### config.mk
export PLATFORM = sky130hd
export DESIGN_NAME = match_state_ctrl
export DESIGN_NICKNAME = d
export VERILOG_FILES = /design/src/rtl/match_state_ctrl_pkg.sv /design/src/rtl/match_state_ctrl_key_edge_detect.sv /design/src/rtl/match_state_ctrl.sv
export SDC_FILE = /design/constraint.sdc
export NUM_CORES = 1
export LEC_CHECK = 0
export CORE_MARGIN = 8
export CORE_UTILIZATION = 50
export CTS_CLUSTER_SIZE = 16
export DETAILED_ROUTE_END_ITERATION = 10
export GPL_ROUTABILITY_DRIVEN = 0
export PLACE_DENSITY = 0.85
export SYNTH_ARGS = -nofsm -noshare
export SYNTH_HDL_FRONTEND = slang
export SYNTH_SLANG_ARGS = --single-unit
### constraint.sdc
create_clock -name Clk -period 3.4 [get_ports Clk]
set_input_delay 0.34 -clock Clk [delete_from_list [all_inputs] [get_ports Clk]]
set_output_delay 0.34 -clock Clk [all_outputs]
set_load 0.02 [all_outputs]
### src/rtl/match_state_ctrl_pkg.sv
// Shared types, key codes and helper functions for the Tron match controller.
package tron_game_pkg;

  typedef enum logic [2:0] {
    MENU        = 3'd0,
    ROUND_READY = 3'd1,
    ROUND_RUN   = 3'd2,
    ROUND_OVER  = 3'd3,
    MATCH_OVER  = 3'd4
  } game_state_t;

  localparam logic [7:0] KEY_ENTER = 8'h28;
  localparam logic [7:0] KEY_W     = 8'h1A;
  localparam logic [7:0] KEY_UP    = 8'h52;
  localparam logic [7:0] KEY_S     = 8'h16;
  localparam logic [7:0] KEY_DOWN  = 8'h51;

  // Helpers work on a 4-bit mask (the largest supported player count);
  // callers zero-extend narrower masks.
  function automatic logic [2:0] popcount(input logic [3:0] v);
    logic [2:0] c;
    c = '0;
    for (int unsigned i = 0; i < 4; i++) begin
      c = c + {2'b00, v[i]};
    end
    return c;
  endfunction

  function automatic logic [1:0] lowest_index(input logic [3:0] v);
    logic [1:0] idx;
    logic       found;
    idx   = '0;
    found = 1'b0;
    for (int unsigned i = 0; i < 4; i++) begin
      if (!found && v[i]) begin
        idx   = 2'(i);
        found = 1'b1;
      end
    end
    return idx;
  endfunction

endpackage

### src/rtl/match_state_ctrl_key_edge_detect.sv
// Registers the keycode and flags a press on any change to a non-zero code.
module key_edge_detect (
  input  logic       clk,
  input  logic       reset_n,
  input  logic [7:0] keycode,
  output logic       press,
  output logic [7:0] old_keycode
);

  // Previous-cycle keycode, captured every cycle.
  always_ff @(posedge clk) begin
    if (!reset_n) old_keycode <= '0;
    else          old_keycode <= keycode;
  end

  assign press = (keycode != 8'h00) && (keycode != old_keycode);

endmodule

### src/rtl/match_state_ctrl.sv
// N-player Tron match controller: menu/map select, rounds, scoring, match win.
module match_state_ctrl
  import tron_game_pkg::*;
#(
  parameter int NUM_PLAYERS   = 2,
  parameter int NUM_MAPS      = 2,
  parameter int ROUNDS_TO_WIN = 3,
  parameter int HOLD_CYCLES   = 16,
  localparam int PID_W   = (NUM_PLAYERS > 1) ? $clog2(NUM_PLAYERS) : 1,
  localparam int BG_W    = $clog2(NUM_MAPS + 1),
  localparam int SCORE_W = $clog2(ROUNDS_TO_WIN + 1)
) (
  input  logic                           Clk,
  input  logic                           Reset_n,
  input  logic                           Reset_Game,
  input  logic                           Reset_Round,
  input  logic [7:0]                     keycode,
  input  logic [NUM_PLAYERS-1:0]         Crash,
  output logic [2:0]                     Game_State,
  output logic [BG_W-1:0]                background_select,
  output logic                           load_background,
  output logic [NUM_PLAYERS-1:0]         alive,
  output logic [NUM_PLAYERS*SCORE_W-1:0] scores,
  output logic [PID_W-1:0]               winner_id,
  output logic                           winner_valid
);

  localparam int HOLD_W = (HOLD_CYCLES > 1) ? $clog2(HOLD_CYCLES) : 1;

  game_state_t                    state_q, state_d;
  logic [BG_W-1:0]                map_q, map_d;
  logic [NUM_PLAYERS*SCORE_W-1:0] scores_q, scores_d;
  logic [NUM_PLAYERS-1:0]         alive_q, alive_d, alive_n;
  logic [PID_W-1:0]               wid_q, wid_d, match_idx;
  logic                           wv_q, wv_d;
  logic [HOLD_W-1:0]              hold_q, hold_d;
  logic                           load_q, load_d;
  logic                           press, match_won;
  logic [3:0]                     surv;
  logic [2:0]                     surv_cnt;
  logic [1:0]                     surv_idx;
  logic [SCORE_W-1:0]             cur_score;
  logic [7:0]                     unused_key_prev;

  key_edge_detect u_key (
    .clk         (Clk),
    .reset_n     (Reset_n),
    .keycode     (keycode),
    .press       (press),
    .old_keycode (unused_key_prev)
  );

  // State and datapath registers.
  always_ff @(posedge Clk) begin
    if (!Reset_n) begin
      state_q  <= MENU;
      map_q    <= '0;
      scores_q <= '0;
      alive_q  <= '1;
      wid_q    <= '0;
      wv_q     <= 1'b0;
      hold_q   <= '0;
      load_q   <= 1'b0;
    end else begin
      state_q  <= state_d;
      map_q    <= map_d;
      scores_q <= scores_d;
      alive_q  <= alive_d;
      wid_q    <= wid_d;
      wv_q     <= wv_d;
      hold_q   <= hold_d;
      load_q   <= load_d;
    end
  end

  // Next-state and next-datapath logic, Reset_Game > Reset_Round > Crash > press.
  always_comb begin
    state_d  = state_q;
    map_d    = map_q;
    scores_d = scores_q;
    alive_d  = alive_q;
    wid_d    = wid_q;
    wv_d     = wv_q;
    hold_d   = hold_q;
    cur_score = '0;

    alive_n  = alive_q & ~Crash;
    surv     = '0;
    surv[NUM_PLAYERS-1:0] = alive_n;
    surv_cnt = popcount(surv);
    surv_idx = lowest_index(surv);

    match_won = 1'b0;
    match_idx = '0;
    for (int unsigned i = 0; i < NUM_PLAYERS; i++) begin
      if (!match_won && scores_q[i*SCORE_W +: SCORE_W] == SCORE_W'(ROUNDS_TO_WIN)) begin
        match_won = 1'b1;
        match_idx = PID_W'(i);
      end
    end

    if (Reset_Game) begin
      state_d  = MENU;
      scores_d = '0;
      alive_d  = '1;
    end else begin
      case (state_q)
        MENU: begin
          if (press) begin
            if (keycode == KEY_W || keycode == KEY_UP) begin
              map_d = (map_q == BG_W'(NUM_MAPS - 1)) ? '0 : map_q + BG_W'(1);
            end else if (keycode == KEY_S || keycode == KEY_DOWN) begin
              map_d = (map_q == '0) ? BG_W'(NUM_MAPS - 1) : map_q - BG_W'(1);
            end else if (keycode == KEY_ENTER) begin
              state_d = ROUND_READY;
              alive_d = '1;
            end
          end
        end
        ROUND_READY: begin
          alive_d = '1;
          if (press) state_d = ROUND_RUN;
        end
        ROUND_RUN: begin
          if (Reset_Round) begin
            state_d = ROUND_READY;
            alive_d = '1;
          end else begin
            alive_d = alive_n;
            if (surv_cnt <= 3'd1) begin
              state_d = ROUND_OVER;
              hold_d  = HOLD_W'(HOLD_CYCLES - 1);
              if (surv_cnt == 3'd1) begin
                cur_score = scores_q[int'(surv_idx)*SCORE_W +: SCORE_W];
                if (cur_score != SCORE_W'(ROUNDS_TO_WIN)) begin
                  scores_d[int'(surv_idx)*SCORE_W +: SCORE_W] = cur_score + SCORE_W'(1);
                end
                wid_d = PID_W'(surv_idx);
                wv_d  = 1'b1;
              end else begin
                wv_d = 1'b0;
              end
            end
          end
        end
        ROUND_OVER: begin
          if (hold_q != '0) begin
            hold_d = hold_q - HOLD_W'(1);
          end else if (press) begin
            if (match_won) begin
              state_d = MATCH_OVER;
              hold_d  = HOLD_W'(HOLD_CYCLES - 1);
            end else begin
              state_d = ROUND_READY;
              alive_d = '1;
            end
          end
        end
        MATCH_OVER: begin
          if (hold_q != '0) begin
            hold_d = hold_q - HOLD_W'(1);
          end else if (press) begin
            state_d  = MENU;
            scores_d = '0;
            alive_d  = '1;
          end
        end
        default: state_d = MENU;
      endcase
    end

    load_d = (state_d == ROUND_READY) && (state_q != ROUND_READY);
  end

  // Output decode from registered state.
  always_comb begin
    Game_State        = state_q;
    load_background   = load_q;
    alive             = alive_q;
    scores            = scores_q;
    background_select = (state_q == MENU || state_q == MATCH_OVER) ? '0 : map_q + BG_W'(1);
    winner_id         = (state_q == MATCH_OVER) ? match_idx : wid_q;
    winner_valid      = (state_q == MATCH_OVER) ? 1'b1 :
                        (state_q == ROUND_OVER) ? wv_q : 1'b0;
  end

endmodule
==> metrics.md <==
| Metric | Value |
|---|---|
| Pre-CTS setup slack | `0.5975 ns` |
| CP Capture Type | `primary output` |
| Hold-fix buffers, CTS | `0` |
| PnR Total Power | `0.0005927 W` |
| Slew Viols, Final | `0` |
| Actual slew at the worst max-slew pin | `0.6056 ns` |
| RSZ-0062 raised after global routing | `false` |
| Die height | `73.37 um` |
| Vias | `1569` |
| Mapped Avg Cell Area | `8.352 um2` |
| Average wire per standard cell | `13.83 um` |
| Seq cells post-synth | `26` |
| Min-Delay Path Class | `flop to flop` |
| Initial Util | `0.5050` |
| TritonCTS Sinks | `26` |
| Fin crit period | `2.614 ns` |
| Worst rel slew slack | `0.5948` |
| Die ar. | `5382 um2` |
| Total grt overflow | `0` |
| Clock latency on the worst-skew pair | `0.33 ns` |
| YS warnings | `0` |
| Final hold vios | `0` |
| Number of synthesized flops with an enable pin | `0` |
| # rows | `21` |
| Setup violators final | `0` |
| Clock Tree Buf Depth | `2` |
| Peak supply drop | `133.9 uV` |
| Vias in the first global route | `1474` |
| Syn Inst Count | `197` |
| Setup CP Type | `flop to primary output` |
| Pwr dens | `294.2 nW/um2` |
| Worst Slack Setup Final | `0.7860 ns` |
| Distinct cells, synth | `51` |
| Port Buf Inserts | `27` |
| Hold Slack | `0.4676 ns` |
| Syn nets | `220` |
| DRC | `0` |
| Fraction of layout cells with a size suffix above 1 | `0.06667` |
| Postcts setup bufs | `0` |
| Placed Area | `1962 um2` |
| Async S/R FF share, synth | `0` |
| Area share of the largest cell type after synthesis | `0.3163` |
| Initial antenna violation count | `0` |
| First-pass GRT wire length | `6.285 mm` |
| Most area-consuming cells after synthesis | `dfxtp_1, ha_1, nand2_1` |
| Vias per cell | `5.790` |
| Setup TNS | `0 ns` |
| Clock root cell | `clkbuf_4` |
| I/O Pins | `28` |
| Area leader, netlist | `dfxtp_1` |
| Largest net degree at the start of global routing | `18` |
| 1st-iter DRT viols | `85` |
| Clock Skew | `0.003520 ns` |
| CTS tree | `yes` |
| Design area | `2014 um2` |
| Ant. Diodes | `0` |
| Level count of the clock H-tree | `1` |
| First drt pass iteration count | `4` |
| Max_cap viols | `0` |
| Startpoint types | `flop` |
| Pleak | `0.7871 nW` |
| DIE WIDTH | `73.37 um` |
| # nets final | `249` |
| Post-DP HPWL | `2.958 mm` |
| WP data arrival | `2.27 ns` |
| Top_reg_cell synth | `dfxtp_1` |
| Post_cts resized | `0` |
| Placeable Area | `3258 um2` |
| CP Max Fanout | `17` |
| CTS buffer count | `3` |
| Status | `finished, final reports clean` |
| Most frequent cell after synthesis | `dfxtp_1` |
| Clock transition at path regs | `0.15 ns` |
| Detailed Route WL | `3.747 mm` |
| ANT nets after route | `0` |
| Crit share post-route | `0.7688` |
| Layout area overhead | `22.43%` |
| Mapped Area | `1645 um2` |
| Max Fclk | `382.6 MHz` |
| Seq/Total Area, Yosys | `0.3163` |
| Req. time, crit path | `3.06 ns` |
| Commonest cells in the netlist | `dfxtp_1, nand2_1, nor2_1, a21oi_1, inv_1` |
| Tot GR Track Use | `0.1437` |
cells by family (layout without fill, tap and decap cells):
logic type	after synthesis	in the layout	share of synthesized area
simple gates	85	85	0.2859
compound gates	50	50	0.2236
flops	26	26	0.3164
buf+inv	14	42	0.03194
fa+ha+maj	9	9	0.06844
xor+xnor	9	9	0.04791
mux	4	4	0.02586
state kept, by name (all words and copies together), names as in the netlist:
name and flops:
scores 4, Game_State 3, hold_q 4, wv_q 1
wid_q 1, load_background 1, alive 2, map_q 2
u_key.old_keycode 8
final timing paths:
kind,start,depth (start not counted),slack [ns],to
min,wid_q,2,0.47,wid_q
max reg2reg,alive[1],9,0.95,scores[2]
min reg2reg,wid_q,2,0.47,wid_q
max,Game_State[1],5,0.79,winner_id
power by group:
part	switching [W]	total, W	internal (W)
Clock	0.0000974	0.000217	0.000119
Sequential	0.00000210	0.000312	0.000310
Combinational	0.0000338	0.0000639	0.0000302
cell type report:
class | count | area, um2
repair buffers | 27 | 270.3
flip-flops and latches | 26 | 520.5
multi-input cells | 157 | 1072
inverters | 11 | 41.29
fillers | 315 | 1244
clock buffers | 3 | 22.52
well taps | 46 | 57.56
clock inverters | 1 | 30.03
per-stage QoR:
stage / cells / util
floorplan: 197 / -
global placement: 267 / 0.6022
CTS: 271 / 0.6183
finish: 271 / 0.6183
detailed placement: 267 / 0.6022
global route: 271 / 0.6183
critical path, stage by stage (launching register included):
cell	delay, ns
dfxtp_1	0.69
nor2_1	0.20
nand2_1	0.28
nand2_1	0.08
o21ai_0	0.07
clkdlybuf4s50_1	0.62
per-layer routing:
metal / track usage / part of all wire / vias up
li1: - / - / 777
met2: 0.2423 / 0.48 / 44
met5: 0 / 0 / -
met4: 0.07095 / 0.019 / 0
met1: 0.1713 / 0.45 / 740
met3: 0.02319 / 0.057 / 8
cells in the final DEF, fill, tap and decap left out, types with 2 or more instances in the layout:
cell type and count:
a221oi_1 3, nor2_1 13, nand2_1 25, nor3_1 5, and2_1 7, nand3_1 5
o21ai_0 4, a32oi_1 2, inv_1 11, o22ai_1 3, nor2b_1 4, a21o_1 2
o21a_1 3, a21oi_1 11, mux2_2 2, a211oi_1 2, clkbuf_4 3, and3_1 4
a211o_2 2, mux2i_1 2, ha_1 9, o41ai_1 3, nor3b_1 2, nor4_2 2
nand2b_1 5, nand4_1 2, clkdlybuf4s50_1 27, o221ai_1 2, xor2_1 9, or3_1 2
a22oi_1 2, dfxtp_1 26
Note: power is estimated with default switching activity, not from simulation.
